[config.mk]
export PLATFORM = sky130hd
export DESIGN_NAME = instr_encoder
export DESIGN_NICKNAME = d
export VERILOG_FILES = /design/src/rtl/instr_encoder.sv
export SDC_FILE = /design/constraint.sdc
export NUM_CORES = 1
export LEC_CHECK = 0
export ABC_AREA = 1
export CELL_PAD_IN_SITES_DETAIL_PLACEMENT = 0
export CELL_PAD_IN_SITES_GLOBAL_PLACEMENT = 1
export CORE_MARGIN = 3
export CORE_UTILIZATION = 37
export DETAILED_ROUTE_END_ITERATION = 12
export PLACE_DENSITY = 0.78
export SLEW_MARGIN = 20
export SYNTH_ARGS = -nofsm -noshare
export SYNTH_HDL_FRONTEND = slang
export SYNTH_SLANG_ARGS = --single-unit
[constraint.sdc]
create_clock -name clk -period 2.8 [get_ports clk]
set_clock_uncertainty 0.1 [all_clocks]
set_input_delay 0.28 -clock clk [delete_from_list [all_inputs] [get_ports clk]]
set_output_delay 0.28 -clock clk [all_outputs]
set_load 0.005 [all_outputs]
[src/rtl/instr_encoder.sv]
// RV32I instruction encoder: turns decoded request fields into a 32-bit word
// and queues it in a DEPTH-entry FIFO with valid/ready handshakes on both sides.
module instr_encoder #(
  parameter int DEPTH = 4
) (
  input  logic        clk,
  input  logic        rst_n,
  input  logic        in_valid,
  output logic        in_ready,
  input  logic [3:0]  in_class,
  input  logic [2:0]  in_funct3,
  input  logic        in_funct7b5,
  input  logic [4:0]  in_rd,
  input  logic [4:0]  in_rs1,
  input  logic [4:0]  in_rs2,
  input  logic [31:0] in_imm,
  output logic        out_valid,
  input  logic        out_ready,
  output logic [31:0] out_instr,
  output logic        err,
  output logic [15:0] enc_count
);

  localparam int AW = (DEPTH > 1) ? $clog2(DEPTH) : 1;
  localparam int CW = AW + 1;

  logic [31:0]   mem [DEPTH];
  logic [AW-1:0] wr_ptr;
  logic [AW-1:0] rd_ptr;
  logic [CW-1:0] count;
  logic          live;
  logic [31:0]   word;
  logic          legal;
  logic          accept;
  logic          push;
  logic          pop;

  always_comb begin
    word  = '0;
    legal = 1'b1;
    case (in_class)
      4'd0: word = {in_imm[11:0], in_rs1, in_funct3, in_rd, 7'b0000011};
      4'd1: begin
        if (in_funct3 == 3'b001 || in_funct3 == 3'b101)
          word = {1'b0, in_funct7b5, 5'b00000, in_imm[4:0], in_rs1, in_funct3, in_rd, 7'b0010011};
        else
          word = {in_imm[11:0], in_rs1, in_funct3, in_rd, 7'b0010011};
      end
      4'd2: word = {in_imm[31:12], in_rd, 7'b0010111};
      4'd3: word = {in_imm[11:5], in_rs2, in_rs1, in_funct3, in_imm[4:0], 7'b0100011};
      4'd4: word = {1'b0, in_funct7b5, 5'b00000, in_rs2, in_rs1, in_funct3, in_rd, 7'b0110011};
      4'd5: word = {in_imm[31:12], in_rd, 7'b0110111};
      4'd6: word = {in_imm[12], in_imm[10:5], in_rs2, in_rs1, in_funct3,
                    in_imm[4:1], in_imm[11], 7'b1100011};
      4'd7: word = {in_imm[11:0], in_rs1, 3'b000, in_rd, 7'b1100111};
      4'd8: word = {in_imm[20], in_imm[10:1], in_imm[11], in_imm[19:12], in_rd, 7'b1101111};
      default: legal = 1'b0;
    endcase
  end

  // live holds in_ready low until the first edge after reset release
  assign in_ready  = live && (count < CW'(DEPTH));
  assign out_valid = (count != '0);
  assign out_instr = out_valid ? mem[rd_ptr] : 32'h0000_0000;
  assign accept    = in_valid && in_ready;
  assign push      = accept && legal;
  assign pop       = out_valid && out_ready;

  always_ff @(posedge clk) begin
    if (push) mem[wr_ptr] <= word;
  end

  always_ff @(posedge clk or negedge rst_n) begin
    if (!rst_n) begin
      live      <= 1'b0;
      wr_ptr    <= '0;
      rd_ptr    <= '0;
      count     <= '0;
      err       <= 1'b0;
      enc_count <= '0;
    end else begin
      live <= 1'b1;
      err  <= accept && !legal;
      if (push) wr_ptr <= wr_ptr + 1'b1;
      if (pop)  rd_ptr <= rd_ptr + 1'b1;
      case ({push, pop})
        2'b10:   count <= count + 1'b1;
        2'b01:   count <= count - 1'b1;
        default: count <= count;
      endcase
      if (push && enc_count != 16'hFFFF) enc_count <= enc_count + 1'b1;
    end
  end

endmodule

==> metrics.md, run 1 <==
| Metric | Value |
|---|---|
| Outcome | finished, final reports clean |
| Tmin final | 2.618 ns |
| Top_reg_cell synth | edfxtp_1 |
| Pre-antenna DRT Iters | 6 |
| Site Rows | 49 |
| Die area | 0.02079 sq mm |
| Unrepaired setup endpoints after global routing | false |
| Worst Hold Margin | 0.1292 ns |
| GRT Util Overall | 18.07% |
| Initial Util | 38.54% |
| Syn nets | 834 |
| Syn. warnings | 0 |
| Inserted Clock Buffers | 17 |
| PortBufs | 109 |
| Mapped cell area | 0.007066 sq mm |
| Via count | 5626 |
| Syn_area_per_cell | 9.200 sq um |
| Pre-CTS setup slack | 0.2986 ns |
| Register area share after synthesis | 61.55% |
| Worst Setup End Kind | output pin |
| Post-route setup TNS | 0 ns |
| CTS Buffer Depth | 2 |
| WP data required | 2.42 ns |
| Crit start category | flip-flop |
| Dominant cell type by area after synthesis | edfxtp_1 |
| Area growth, synth to finish | 29.77% |
| Yosys top cell area share | 52.70% |
| Syn Inst Count | 768 |
| Worst IR Drop VDD | 0.6205 mV |
| Dpl cells | 1103 |
| Number of global-route vias before repair | 5224 |
| Clk root buf | clkbuf_16 |
| Dpl hpwl | 12790 um |
| Max-cap violations | 0 |
| Clock power share | 26.9% |
| Slew HR | 64.14% |
| Diode count | 0 |
| DIE HEIGHT | 144.2 um |
| Residual DRC count | 0 |
| Critical Path AT | 2.24 ns |
| Most frequent cell after synthesis | nor2_1 |
| Initial antenna violation count | 0 |
| Final worst slack | 0.1816 ns |
| Reg clk slew, reported paths | 0.06 ns |
| Library cells used by synthesis | 26 |
| Largest net degree at the start of global routing | 49 |
| CTS tree | yes |
| Max-slew violations | 0 |
| Gr ovfl total | 0 |
| Slew @ Worst Pin | 0.5360 ns |
| Crit-path max FO | 44 |
| Worst min-delay path class | input port to asynchronous set/reset pin |
| Average vias per placed instance | 4.957 |
| Asr flop ratio synth | 16.78% |
| Final worst path period share | 93.51% |
| Non-filler instance count after layout | 1135 |
| Power Dens Cells | 889.7 mW/mm^2 |
| First-pass GRT wire length | 28410 um |
| Share of cells above drive strength 1 | 7.285% |
| Number of synthesized register bits | 149 |
| Leak pwr | 0.003553 uW |
| Layout Utilization | 50.02% |
| NetSw | 2689 uW |
| Number of DRC markers in iteration 0 | 356 |
| H-Tree Depth | 4 |
| P_int | 5469 uW |
| Post-synth top cells | nor2_1 (173), nand2_1 (165), edfxtp_1 (124), o21ai_0 (97), inv_1 (58) |
| Final setup viols | 0 |
| Die Wd | 144.2 um |
| WS Path Type | flip-flop to output pin |
| Combinational cell fraction of total power | 38.2% |
| NumNets Final | 959 |
| Post-synth EDFFs | 124 |
| WL/cell | 16.45 um |
| Routed wire length | 18670 um |
| Boundary Pins | 110 |
| Sw frac | 32.96% |
| Clock Latency Late Sink | 0.42 ns |
| RePlAce Congestion | 0.8860 |
| Largest cells by area after synthesis | edfxtp_1 (53%), nor2_1 (9.2%), dfrtp_1 (8.9%) |
| Max Fclk | 0.3819 GHz |
| Sequential power share | 34.9% |
| Routed Antenna Nets | 0 |
| Area of the core | 0.01833 sq mm |
| Hold buffers post-CTS | 0 |
| Hold Vio Cnt, Final | 0 |
| TritonCTS Sinks | 149 |
| Post CTS Setup Buffer Count | 0 |
## worst max-delay path, stage by stage (launching register included)
cell             delay, ns
dfrtp_2               0.49
buf_12                0.26
nor2_1                0.07
nor2_1                0.07
o21ai_0               0.08
a21oi_1               0.27
clkdlybuf4s50_1       0.57
## metal layers
metal | part of all wire, % | global-route usage [%] | up-vias
met5 | 0 | 0 | -
met4 | 1.7 | 5.400 | 0
met3 | 6.1 | 4.200 | 27
met2 | 48 | 30.11 | 171
met1 | 44 | 23.65 | 2629
li1 | - | - | 2799
## placed cells by master, fill, tap and decap left out
master / count
ha_1: 6
clkinvlp_4: 2
buf_12: 5
nand2_2: 2
nor2_4: 2
inv_6: 3
inv_1: 58
buf_4: 16
edfxtp_1: 124
o211ai_1: 1
nand3_1: 24
nand2_4: 2
clkbuf_1: 1
nor2_1: 169
nand2_1: 165
conb_1: 1
inv_8: 1
clkinv_2: 1
clkbuf_16: 17
xnor2_1: 5
a21oi_1: 40
dfrtp_1: 23
xor2_1: 4
fa_1: 1
nor3_2: 1
nor2_2: 5
a21oi_2: 1
dfrtp_2: 2
clkdlybuf4s50_1: 109
clkinv_1: 2
clkinv_4: 3
o21ai_0: 97
bufinv_16: 2
o21ai_1: 4
nand4_1: 6
buf_6: 1
## registers in the layout, indices dropped and copies added (netlist names)
signal / flops
mem: 124
err: 1
live: 1
count: 3
wr_ptr: 2
enc_count: 16
rd_ptr: 2
## final timing paths
| kind | endpoint | cells past startpoint | from | slack [ns] |
|---|---|---|---|---|
| worst min-delay path | enc_count[9]$_DFFE_PN0P_ | 2 | rst_n | 0.13 |
| worst min register to register | count[0]$_DFFE_PN0P_ | 1 | count[0]$_DFFE_PN0P_ | 0.43 |
| worst max-delay path | out_instr[24] | 6 | rd_ptr[0]$_DFFE_PN0P_ | 0.18 |
| worst max register to register | count[1]$_DFFE_PN0P_ | 8 | count[2]$_DFFE_PN0P_ | 0.60 |
| max in group asynchronous | rd_ptr[1]$_DFFE_PN0P_ | 2 | rst_n | 2.18 |
| min in group clk | err$_DFF_PN0_ | 3 | in_valid | 0.41 |
## metrics by stage
stage / area [sq um] / power, uW
floorplan: 7066 / 4333
global placement: 8579 / 5997
detailed placement: 8579 / 6021
CTS: 9160 / 8238
global route: 9169 / 8674
finish: 9169 / 8158
## final cells by class
| cell class | count | area, sq um |
|---|---|---|
| Clock buffer | 18 | 429.2 |
| Clock inverter | 14 | 151.4 |
| Fill cell | 1693 | 9163 |
| Inverter | 58 | 217.7 |
| Multi-Input combinational cell | 536 | 2410 |
| Sequential cell | 149 | 4352 |
| Tap cell | 229 | 286.5 |
| Timing Repair Buffer | 131 | 1323 |
## logic make-up (layout without fill, tap and decap cells)
group	count (synthesis)	in the layout	share of synthesized area [%]
XOR/XNOR	9	9	1.116
flip-flops	149	149	61.55
AND/OR/NAND/NOR	376	376	21.16
other	1	1	0.05307
adder cells (fa/ha/maj)	7	7	1.346
AO/OA/AOI/OAI	143	143	10.16
buffers and inverters	83	221	4.604
## power by group through the flow
stage	Clock [uW]	Combinational (uW)	Sequential (uW)
floorplan	0	1530	2810
global placement	0	3110	2890
detailed placement	0	3140	2880
CTS	2240	3160	2840
global route	2340	3460	2870
finish	2190	3120	2850
## repair_timing
action	CTS	global route
hold endpoints to repair	0	0
setup endpoints to repair	0	5
gates resized for setup	0	3
No activity file was read; power rests on OpenSTA's default activity.
==> run 2: changes to the inputs <==
CORE_UTILIZATION = 38   (was 37)
CTS_BUF_LIST = sky130_fd_sc_hd__clkbuf_4   (was default)
CTS_CLUSTER_DIAMETER = 60   (was default)
PLACE_DENSITY = 0.8   (was 0.78)
==> run 2 against run 1 <==
First-iteration DRC count grew 7.0%. Non-clock buffer count increased by 4. Largest cell class unchanged. Cell area decreased by 2.1%. Critical endpoint is now out_instr[18]. Clock power decreased by 39%. Highest routed layer unchanged. Worst setup slack got worse by 0.036 ns.
==> metrics.md, run 2 (same netlist as run 1, synthesis figures left out) <==
| Metric | Value |
|---|---|
| Routed Antenna Nets | 0 (unchanged) |
| Post-route setup TNS | 0 ns (unchanged) |
| Commonest non-fill, non-tap cell in the layout | nor2_1 |
| Gr ovfl total | 0 (unchanged) |
| Inserted Clock Buffers | 17 (unchanged) |
| Boundary Pins | 110 (unchanged) |
| Worst IR Drop VDD | 0.4095 mV (-34%) |
| Leak pwr | 0.003507 uW (-1.3%) |
| Final setup viols | 0 (unchanged) |
| Unrepaired setup endpoints after global routing | false |
| Area growth, synth to finish | 27.06% |
| Largest net degree at the start of global routing | 39 (-20%) |
| R2R depth | 10 (+2) |
| DIE HEIGHT | 142.4 um (-1.3%) |
| Crit start category | flip-flop |
| Number of global-route vias before repair | 5280 (+1.1%) |
| Critical Path AT | 2.27 ns (+0.03 ns) |
| Via count | 5625 (-0.018%) |
| Met3 Routed Length | 994 um (-13%) |
| Max-slew violations | 0 (unchanged) |
| Routed wire length | 17950 um (-3.9%) |
| Clk root buf | clkbuf_4 |
| FILL cells | 1676 (-1.0%) |
| CTS tree | yes |
| Dpl hpwl | 12440 um (-2.7%) |
| Slew HR | 64.23% (+0.095 points) |
| Final worst path period share | 94.79% (+1.3 points) |
| Hold Path Stages | 3 |
| Pre-antenna DRT Iters | 5 (-1) |
| Clock Latency Late Sink | 0.56 ns (+0.14 ns) |
| Non-filler instance count after layout | 1140 (+0.44%) |
| Max Fclk | 0.3768 GHz (-1.3%) |
| Worst min-delay path class | input port to flip-flop |
| Dpl cells | 1103 (unchanged) |
| Met1 wire length | 8052 um (-2.0%) |
| Largest registers | mem: 124 flops, enc_count: 16 flops, count: 3 flops |
| H-Tree Depth | 4 (unchanged) |
| Average vias per placed instance | 4.934 (-0.46%) |
| Most frequent cells in the layout | nor2_1 (169), nand2_1 (165), edfxtp_1 (124) |
| Area of the core | 0.01809 sq mm (-1.3%) |
| Site Rows | 49 (unchanged) |
| Worst Setup End Kind | output pin |
| Share of cells above drive strength 1 | 8.242% (+0.96 points) |
| Crit-path max FO | 7 (-84%) |
| CTS Buffer Depth | 2 (unchanged) |
| Initial antenna violation count | 1 (+1) |
| WL/cell | 15.74 um (-4.3%) |
| Max-cap violations | 0 (unchanged) |
| Number of DRC markers in iteration 0 | 381 (+7.0%) |
| Tmin final | 2.654 ns (+0.03581 ns) |
| WP data required | 2.42 ns (about the same) |
| Die Wd | 142.4 um (-1.3%) |
| NumNets Final | 963 (+0.42%) |
| Initial Util | 39.07% (+0.52 points) |
| Slew @ Worst Pin | 0.5345 ns (-0.001418 ns) |
| PortBufs | 109 (unchanged) |
| Max FFs per register | 124 (unchanged) |
| Hold Vio Cnt, Final | 0 (unchanged) |
| TritonCTS Sinks | 149 (unchanged) |
| Die area | 0.02026 sq mm (-2.5%) |
| RePlAce Congestion | 0.8491 (-4.2%) |
| Power Dens Cells | 814.8 mW/mm^2 (-8.4%) |
| GRT Util Overall | 18.12% (+0.053 points) |
| Largest register by flop count | mem |
| Top layer in use | met4 |
| Met2 routed WL | 8741 um (-2.7%) |
| WS Path Type | flip-flop to output pin |
| Outcome | finished, final reports clean |
| First-pass GRT wire length | 28200 um (-0.73%) |
| Reg clk slew, reported paths | 0.13 ns (+0.07 ns) |
| Residual DRC count | 0 (unchanged) |
[run 2: cell count changes in the layout (fill, tap and decap cells not counted), sizes merged, moves of 3 or more]
cell / before / now
clkdlybuf4s50: 109 / 104
dlymetal6s2s: 0 / 5
inv: 62 / 66
buf: 22 / 25
clkinv: 6 / 3
[run 2: cell type report]
| cell class | count | area, sq um | share of cell area, % |
|---|---|---|---|
| multi-input cells | 536 | 2421 | 26.97 |
| inverters | 58 | 221.5 | 2.467 |
| well taps | 229 | 286.5 | 3.192 |
| flip-flops and latches | 149 | 4350 | 48.46 |
| clock inverters | 15 | 163.9 | 1.826 |
| clock buffers | 17 | 127.6 | 1.422 |
| diodes | 1 | 2.502 | 0.02787 |
| repair buffers | 135 | 1404 | 15.64 |
[run 2: where the power goes]
group          leakage, uW  total, uW  switching, uW  internal, uW
clock network     0.000154       1340            859           484
logic              0.00190       3170           1630          1540
registers          0.00146       2800            173          2630
total              0.00351       7310           2660          4660
[run 2: critical path, stage by stage (launching register included)]
cell and delay [ns]:
dfrtp_1 0.43, clkinvlp_4 0.15, buf_4 0.19, nor2_1 0.09
o21ai_0 0.10, a21oi_2 0.22, clkdlybuf4s50_1 0.54
[run 2: routing by layer]
layer  vias up  track usage (%)
met5         -                0
met4         0            4.952
met3        20            3.495
met2       165            30.16
met1      2610            24.45
li1       2830                -
[run 2: repair_timing]
action,4_1_cts,5_1_grt
hold buffers,1,0
setup buffers,2,1
hold endpoints to repair,25,0
endpoints found under the setup margin,7,10
pin swaps,0,6
resized for setup,4,13
[run 2: worst paths after layout]
check                                                 to  slack [ns]                  start
worst max-delay path                       out_instr[18]        0.15  rd_ptr[1]$_DFFE_PN0P_
worst min-delay path                       err$_DFF_PN0_        0.26               in_valid
worst max register to register      count[2]$_DFFE_PN0P_        0.72   count[2]$_DFFE_PN0P_
worst min register to register      count[0]$_DFFE_PN0P_        0.44   count[0]$_DFFE_PN0P_
max in group asynchronous          rd_ptr[0]$_DFFE_PN0P_        1.78                  rst_n
min in group asynchronous       enc_count[1]$_DFFE_PN0P_        0.53                  rst_n
[run 2: stage by stage]
| step | area, sq um | hold slack [ns] | power, uW | utilization, % | setup slack, ns |
|---|---|---|---|---|---|
| 2_1_floorplan | 7066 | -0.1156 | 4333 | - | 0.1322 |
| 3_3_place_gp | 8592 | 0.4061 | 5944 | 47.51 | 0.3165 |
| 3_5_place_dp | 8592 | 0.4228 | 5962 | 47.51 | 0.3187 |
| 4_1_cts | 8924 | 0.2186 | 7351 | 49.34 | 0.00006462 |
| 5_1_grt | 8977 | 0.2490 | 7822 | 49.64 | 0.008744 |
| 6_report | 8977 | 0.2580 | 7315 | 49.64 | 0.1458 |
